<file path="config.mk">
export PLATFORM = sky130hd
export DESIGN_NAME = div_ctrl
export DESIGN_NICKNAME = d
export VERILOG_FILES = /design/src/rtl/div_ctrl.sv
export SDC_FILE = /design/constraint.sdc
export NUM_CORES = 1
export LEC_CHECK = 0
export ABC_CLOCK_PERIOD_IN_PS = 6800
export BUFFER_PORTS_ARGS = -buffer_cell sky130_fd_sc_hd__buf_2
export CAP_MARGIN = 20
export CELL_PAD_IN_SITES_DETAIL_PLACEMENT = 0
export CELL_PAD_IN_SITES_GLOBAL_PLACEMENT = 1
export CORE_MARGIN = 2
export CORE_UTILIZATION = 35
export CTS_BUF_LIST = sky130_fd_sc_hd__clkbuf_2 sky130_fd_sc_hd__clkbuf_4 sky130_fd_sc_hd__clkbuf_8
export DETAILED_ROUTE_END_ITERATION = 8
export GPL_ROUTABILITY_DRIVEN = 1
export PLACE_DENSITY_LB_ADDON = 0.1
export SYNTH_ARGS = -nofsm -noshare
export SYNTH_HDL_FRONTEND = slang
export SYNTH_SLANG_ARGS = --single-unit
</file>
<file path="constraint.sdc">
create_clock -name clk -period 6.8 [get_ports clk]
set_input_delay 0.68 -clock clk [delete_from_list [all_inputs] [get_ports clk]]
set_output_delay 0.68 -clock clk [all_outputs]
set_load 0.02 [all_outputs]
</file>
<file path="src/rtl/div_ctrl.sv">
// div_ctrl: sequences DIV/DIVU/REM/REMU(W) onto the multi-cycle divider.
// Handles divide-by-zero and signed overflow locally; drains on flush.
module div_ctrl (
  input  logic        clk,
  input  logic        reset,
  input  logic        req,
  input  logic [2:0]  op,
  input  logic [63:0] a,
  input  logic [63:0] b,
  input  logic        flush,
  output logic [63:0] result,
  output logic        done,
  output logic        busy,
  output logic        div_valid,
  output logic        div_signed,
  output logic [63:0] div_a,
  output logic [63:0] div_b,
  input  logic [63:0] div_quot,
  input  logic [63:0] div_rem,
  input  logic        div_data_ok
);

  typedef enum logic [1:0] {
    S_IDLE,
    S_RUN,
    S_DRAIN,
    S_DONE
  } state_t;

  state_t      state;
  state_t      state_nx;
  logic [2:0]  op_q;
  logic [63:0] prep_a;
  logic [63:0] prep_b;
  logic [63:0] min_neg;
  logic        b_zero;
  logic        ovf;
  logic        accept;
  logic        load_spec;
  logic        load_div;
  logic [63:0] spec_sel;
  logic [63:0] div_sel;

  function automatic logic [63:0] fmt(
    input logic        word,
    input logic [63:0] v
  );
    return word ? {{32{v[31]}}, v[31:0]} : v;
  endfunction

  always_comb begin
    prep_a  = a;
    prep_b  = b;
    min_neg = 64'h8000_0000_0000_0000;
    if (op[2]) begin
      prep_a  = op[0] ? {32'b0, a[31:0]}
                      : {{32{a[31]}}, a[31:0]};
      prep_b  = op[0] ? {32'b0, b[31:0]}
                      : {{32{b[31]}}, b[31:0]};
      min_neg = 64'hFFFF_FFFF_8000_0000;
    end
  end

  assign b_zero = (prep_b == 64'd0);
  assign ovf    = ~op[0] & (prep_a == min_neg)
                & (&prep_b);
  assign accept = (state == S_IDLE) & req & ~flush;

  always_comb begin
    spec_sel = prep_a;
    unique case (1'b1)
      b_zero & op[1]:  spec_sel = prep_a;
      b_zero & ~op[1]: spec_sel = '1;
      ~b_zero & op[1]: spec_sel = 64'd0;
      default:         spec_sel = prep_a;
    endcase
  end

  assign div_sel = op_q[1] ? div_rem : div_quot;

  always_comb begin
    state_nx  = state;
    load_spec = 1'b0;
    load_div  = 1'b0;
    unique case (state)
      S_IDLE: begin
        if (accept) begin
          if (b_zero | ovf) begin
            state_nx  = S_DONE;
            load_spec = 1'b1;
          end else begin
            state_nx  = S_RUN;
          end
        end
      end
      S_RUN: begin
        // flush racing completion still discards the result
        if (div_data_ok) begin
          if (flush) begin
            state_nx = S_IDLE;
          end else begin
            state_nx = S_DONE;
            load_div = 1'b1;
          end
        end else if (flush) begin
          state_nx = S_DRAIN;
        end
      end
      S_DRAIN: begin
        if (div_data_ok) state_nx = S_IDLE;
      end
      S_DONE:  state_nx = S_IDLE;
      default: state_nx = S_IDLE;
    endcase
  end

  assign div_valid = (state == S_RUN)
                   | (state == S_DRAIN);
  assign busy      = ~reset & (div_valid | accept);
  assign done      = (state == S_DONE) & ~flush;

  always_ff @(posedge clk or posedge reset) begin
    if (reset) begin
      state      <= S_IDLE;
      op_q       <= 3'd0;
      div_a      <= 64'd0;
      div_b      <= 64'd0;
      div_signed <= 1'b0;
      result     <= 64'd0;
    end else begin
      state <= state_nx;
      if (accept) begin
        div_a      <= prep_a;
        div_b      <= prep_b;
        div_signed <= ~op[0];
        op_q       <= op;
      end
      if (load_spec) result <= fmt(op[2], spec_sel);
      if (load_div)  result <= fmt(op_q[2], div_sel);
    end
  end

endmodule

</file>
* Yosys cells after proc, flatten, opt, wreduce, memory -nomap -nowiden
Cells that the tools add are included.
** Operators by class
- Reductions and logical operators :: 5
- Bitwise logic cells :: 16
- Equality and inequality tests :: 7
- Muxes and demuxes :: 24
** Operators by type and width (count)
- $mux W64 :: 9
- $pmux W64 S2 :: 1
- $eq A64 B64 Y1 :: 1
- $logic_not A64 Y1 :: 1
- $reduce_and A64 Y1 :: 1
- $mux W63 :: 1
- $mux W2 :: 6
- $and A1 B1 Y1 :: 8
- $pmux W2 S4 :: 1
- $mux W1 :: 6
- $not A1 Y1 :: 5
- $eq A2 B2 Y1 const B :: 2
- $ne A2 B2 Y1 const B :: 2
- $ne A3 B3 Y1 const B :: 1
- $or A1 B1 Y1 :: 3
- $reduce_and A3 Y1 :: 1
- $eq A2 B1 Y1 const B :: 1
- $logic_not A2 Y1 :: 1
- $reduce_bool A2 Y1 :: 1
** Storage, ports and cells
- Output and inout port bits :: 196
- Flip-flop bits (word level) :: 198
- Bits of input ports :: 264

* Depth between registers and ports, before layout
- Word-level depth :: 11
- Gate-level depth with buffers :: 16
- Gate-level depth less buffers :: 12

* Least setup slack after synthesis
Ideal clock, no wire load.
- Kind :: input -> register
- Start point :: input op[2]
- End point :: register result[33]
- Buffers on the path :: 5
- Path slack :: 3.127 ns
- Data required time :: 6.678 ns
- Stages on the path :: 16
- Arrival :: 3.551 ns
- Cell sequence :: clkbuf_1 -> and3b_1 -> buf_2 -> nor4_1 -> nand2_1 -> clkinv_1 -> clkbuf_1 -> ha_1 -> clkbuf_1 -> o21bai_1 -> clkbuf_1 -> a31oi_1 -> o22ai_1 -> o21ai_0 -> a41oi_1 -> nand2_1
** On the way
- Longest elaborated chain between the ends :: 9
- Elaborated cells on any way between the ends :: 20
- Those cells by class :: eq/ne (1); mux (10); bitwise (6); reduce/logical (3)
** RTL lines
- start, declared :: RTL line 7 : input logic [2:0] op,
- $mux W64 / $mux W63 (equally long branches) :: RTL line 55 : if (op[2]) begin
- $eq A64 B64 Y1 :: RTL line 65 : assign ovf = ~op[0] & (prep_a == min_neg)
- $and A1 B1 Y1 :: RTL line 65
- $and A1 B1 Y1 :: RTL line 66 : & (&prep_b);
- $or A1 B1 Y1 :: RTL line 88 : if (b_zero | ovf) begin
- $mux W1 :: RTL line 88
- $mux W1 :: RTL line 87 : if (accept) begin
- $mux W1 :: RTL line 85 : unique case (state)
- $reduce_bool A2 Y1 (no line)
- end signal, assigned :: RTL line 138 : if (load_spec) result <= fmt(op[2], spec_sel);
- end signal, assigned :: RTL line 139 : if (load_div) result <= fmt(op_q[2], div_sel);
- end, declared :: RTL line 11 : output logic [63:0] result,
Several ways; a longest one is shown, not always the timed one. The select of a mux whose other input is x is not followed.
A chain may end at the register's enable or synchronous reset.

* Worst setup path after layout
- Start point :: input op[2]
- End point :: register result[38]
Same word-level chain as after synthesis.

==> impl_metrics.env <==
export IMPL_status="completed"
export IMPL_slew_headroom=0.2204
export IMPL_tns_ns=0
export IMPL_setup_viol=0
export IMPL_grtUsageMet3=0.06378
export IMPL_cts_buffer_depth=2
export IMPL_clock_sinks=197
export IMPL_grt_pass1_vias=11770
export IMPL_die_area_sq_mm=0.03448
export IMPL_synth_compound_area_frac=0.1901
export IMPL_grt_pass1_wl_um=70960
export IMPL_dpl_cell_area_sq_mm=0.01413
export IMPL_cts_setup_buffers=0
export IMPL_gp_congestion=0.8618
export IMPL_syn_num_nets=1741
export IMPL_startpoint="op[2]"
export IMPL_synth_edf_count=0
export IMPL_cts_tree="built"
export IMPL_cp_start_kind="input pin"
export IMPL_synth_cell_types=40
export IMPL_synth_most_common_cell="nand2_1"
export IMPL_clock_latency_ns=0.50
export IMPL_die_y_um=185.7
export IMPL_antenna_found_initial=4
export IMPL_drv_slew=0
export IMPL_async_flop_share=1.000
export IMPL_final_cell_area_sq_mm=0.01460
export IMPL_overflow=0
export IMPL_final_core_util=0.4486
export IMPL_maxCapViolations=0
export IMPL_reg2reg_depth=10
export IMPL_ys_warn_count=0
export IMPL_min_period_ns=4.488
export IMPL_avgSynthCellArea_sq_um=7.855
export IMPL_numCtsBuffers=17
export IMPL_drc=0
export IMPL_yosys_area_top_type="dfrtp_1"
export IMPL_post_dp_hpwl_um=33640
export IMPL_postSynthCellCount=1471
export IMPL_fillers=3477
export IMPL_synthTopCellsByArea="dfrtp_1, nand2_1, nor2_1"
export IMPL_clkTransAtPathRegs_ns=0.12
export IMPL_num_vias=12460
export IMPL_nNetsFinal=2107
export IMPL_drt_iter0_markers=1240
export IMPL_synthTopCellsByCount="nand2_1, dfrtp_1, nor2_1"
export IMPL_viasPerCell=5.428
export IMPL_critical_path_endpoint_type="flop"
export IMPL_grt_use_met1=0.3870
export IMPL_synthXorXnorAreaFrac=0
export IMPL_wl_per_cell_um=20.77
export IMPL_timing_rr_start="state[1]"
export IMPL_syn_to_final_growth_pct=26.32
export IMPL_grt_usage=0.2704
export IMPL_cts_root_buf="clkbuf_8"
export IMPL_post_cts_resized=0
export IMPL_cp_max_fo=97
export IMPL_max_freq_mhz=222.8
export IMPL_ios=460
export IMPL_yosys_area_share_adder=0.006497
export IMPL_antenna_left=0
export IMPL_power_density_mw_per_mm2=348.9
export IMPL_grt_setup_unrepaired="false"
export IMPL_r2r_slack_ns=3.68
export IMPL_synth_top_family_by_area="simple AND/OR/NAND/NOR gates"
export IMPL_worst_pin_slew_ns=1.169
export IMPL_fp_row_count=66
export IMPL_drt_pass1_iterations=5
export IMPL_ys_seq_area_frac=0.4266
export IMPL_muxShareOfSynthArea=0.05642
export IMPL_holdBufCountCts=0
export IMPL_critical_path_class="input pin to flop"
export IMPL_core_area_sq_mm=0.03254
export IMPL_die_w_um=185.7
export IMPL_io_buffers=459
export IMPL_timing_rr_end="result[30]"
export IMPL_grtUsageMet2=0.4043
export IMPL_crit_arrival_ns=4.88
export IMPL_synth_top_area_share=0.4266
export IMPL_mappedNetlistArea_sq_mm=0.01155
export IMPL_synth_simple_area_share=0.2606
export IMPL_critical_path_required_ns=7.19
export IMPL_drt_total_wl_um=47670
export IMPL_final_hold_viol_count=0
export IMPL_finClkSkew_ns=0.01296
export IMPL_drive_above_1_share=0.2843
export IMPL_grt_max_degree=113
export IMPL_synth_seq_cells=197
export IMPL_p_leak_nw=6.812
export IMPL_htree_levels=4
export IMPL_synthFlopType="dfrtp_1"
export IMPL_ir_drop_mv=0.2528
export IMPL_min_path_type="input pin to asynchronous set/reset pin"
export IMPL_busiest_layer="met2"
export IMPL_fin_crit_sh=0.6600
export IMPL_initial_core_util=0.3551
-- registers in the layout, indices dropped and copies added, names as in the netlist --
name	cells
div_a	64
result	64
div_b	64
state	2
op_q	2
div_signed	1
-- cell families (layout without fill, tap and decap cells) --
kind of cell    after synthesis  count (layout)
compound gates              338             338
fa+ha+maj                     6               6
buf+inv                     175             554
flops                       197             197
mux                          65              65
other cells                   0               3
simple gates                690             690
-- area by class of cell --
| cell class | instances | area, sq um | share of cell area |
|---|---|---|---|
| inverter | 40 | 157.7 | 0.01080 |
| clock buffer | 19 | 261.5 | 0.01792 |
| timing repair buffer | 482 | 2537 | 0.1738 |
| clock inverter | 13 | 151.4 | 0.01037 |
| sequential | 197 | 4933 | 0.3380 |
| antenna | 3 | 7.507 | 0.0005143 |
| tap | 442 | 553.0 | 0.03789 |
| multi-input combinational | 1099 | 5995 | 0.4107 |
-- power breakdown --
group / leakage [nW] / switching [W] / internal [W]
combinational: 4.45 / 0.00159 / 0.000833
sequential: 2.15 / 0.000250 / 0.00158
clock: 0.209 / 0.000510 / 0.000330
-- through the flow --
stage / setup slack (ns) / power, W / hold slack [ns] / instances
floorplan: 0.7510 / 0.003376 / 0.5791 / 1471
global placement: 1.842 / 0.004249 / 0.4532 / 2256
detailed placement: 1.752 / 0.004280 / 0.4562 / 2258
CTS: 2.313 / 0.005129 / 0.09526 / 2290
global route: 1.929 / 0.005450 / 0.1197 / 2295
finish: 2.312 / 0.005093 / 0.1247 / 2295
-- cell usage in the layout (no fill, tap or decap), drive strengths merged, types with 3 or more instances in the layout --
| cell | synthesis | final |
|---|---|---|
| a211o | 32 | 32 |
| a211oi | 4 | 4 |
| a21oi | 96 | 96 |
| a221oi | 31 | 31 |
| a31oi | 65 | 65 |
| a41oi | 32 | 32 |
| and3b | 3 | 3 |
| buf | 24 | 482 |
| clkbuf | 111 | 19 |
| dfrtp | 197 | 197 |
| diode | 0 | 3 |
| ha | 6 | 6 |
| inv | 39 | 49 |
| mux2i | 64 | 64 |
| nand2 | 328 | 328 |
| nand2b | 34 | 34 |
| nand3 | 35 | 35 |
| nand4 | 49 | 49 |
| nor2 | 192 | 192 |
| nor2b | 3 | 3 |
| nor4 | 32 | 32 |
| o21ai | 41 | 41 |
| o22ai | 32 | 32 |
| or4 | 3 | 3 |
-- per-layer routing --
metal  part of all wire  vias up
li1                   -     5928
met1               0.45     5960
met2               0.45      526
met3              0.083       44
met4              0.020        0
met5                  0        -
-- worst max-delay path, stage by stage --
cell	delay, ns
buf_2	0.23
and3b_1	0.22
nor4_1	0.08
nand2_4	0.07
buf_4	0.81
clkinv_1	0.24
ha_2	0.77
buf_4	0.41
mux2i_1	0.35
o21ai_2	0.07
buf_4	0.27
o22ai_1	0.26
o21ai_0	0.11
a41oi_1	0.18
nand2_1	0.07
-- worst max-delay path by stage --
stage                      end  slack [ns]
floorplan             div_a[0]        0.75
global route        result[47]        1.93
CTS                 result[61]        2.31
finish              result[38]        2.31
global placement    result[57]        1.84
detailed placement  result[61]        1.75
Note: power is estimated with default switching activity, not from simulation.
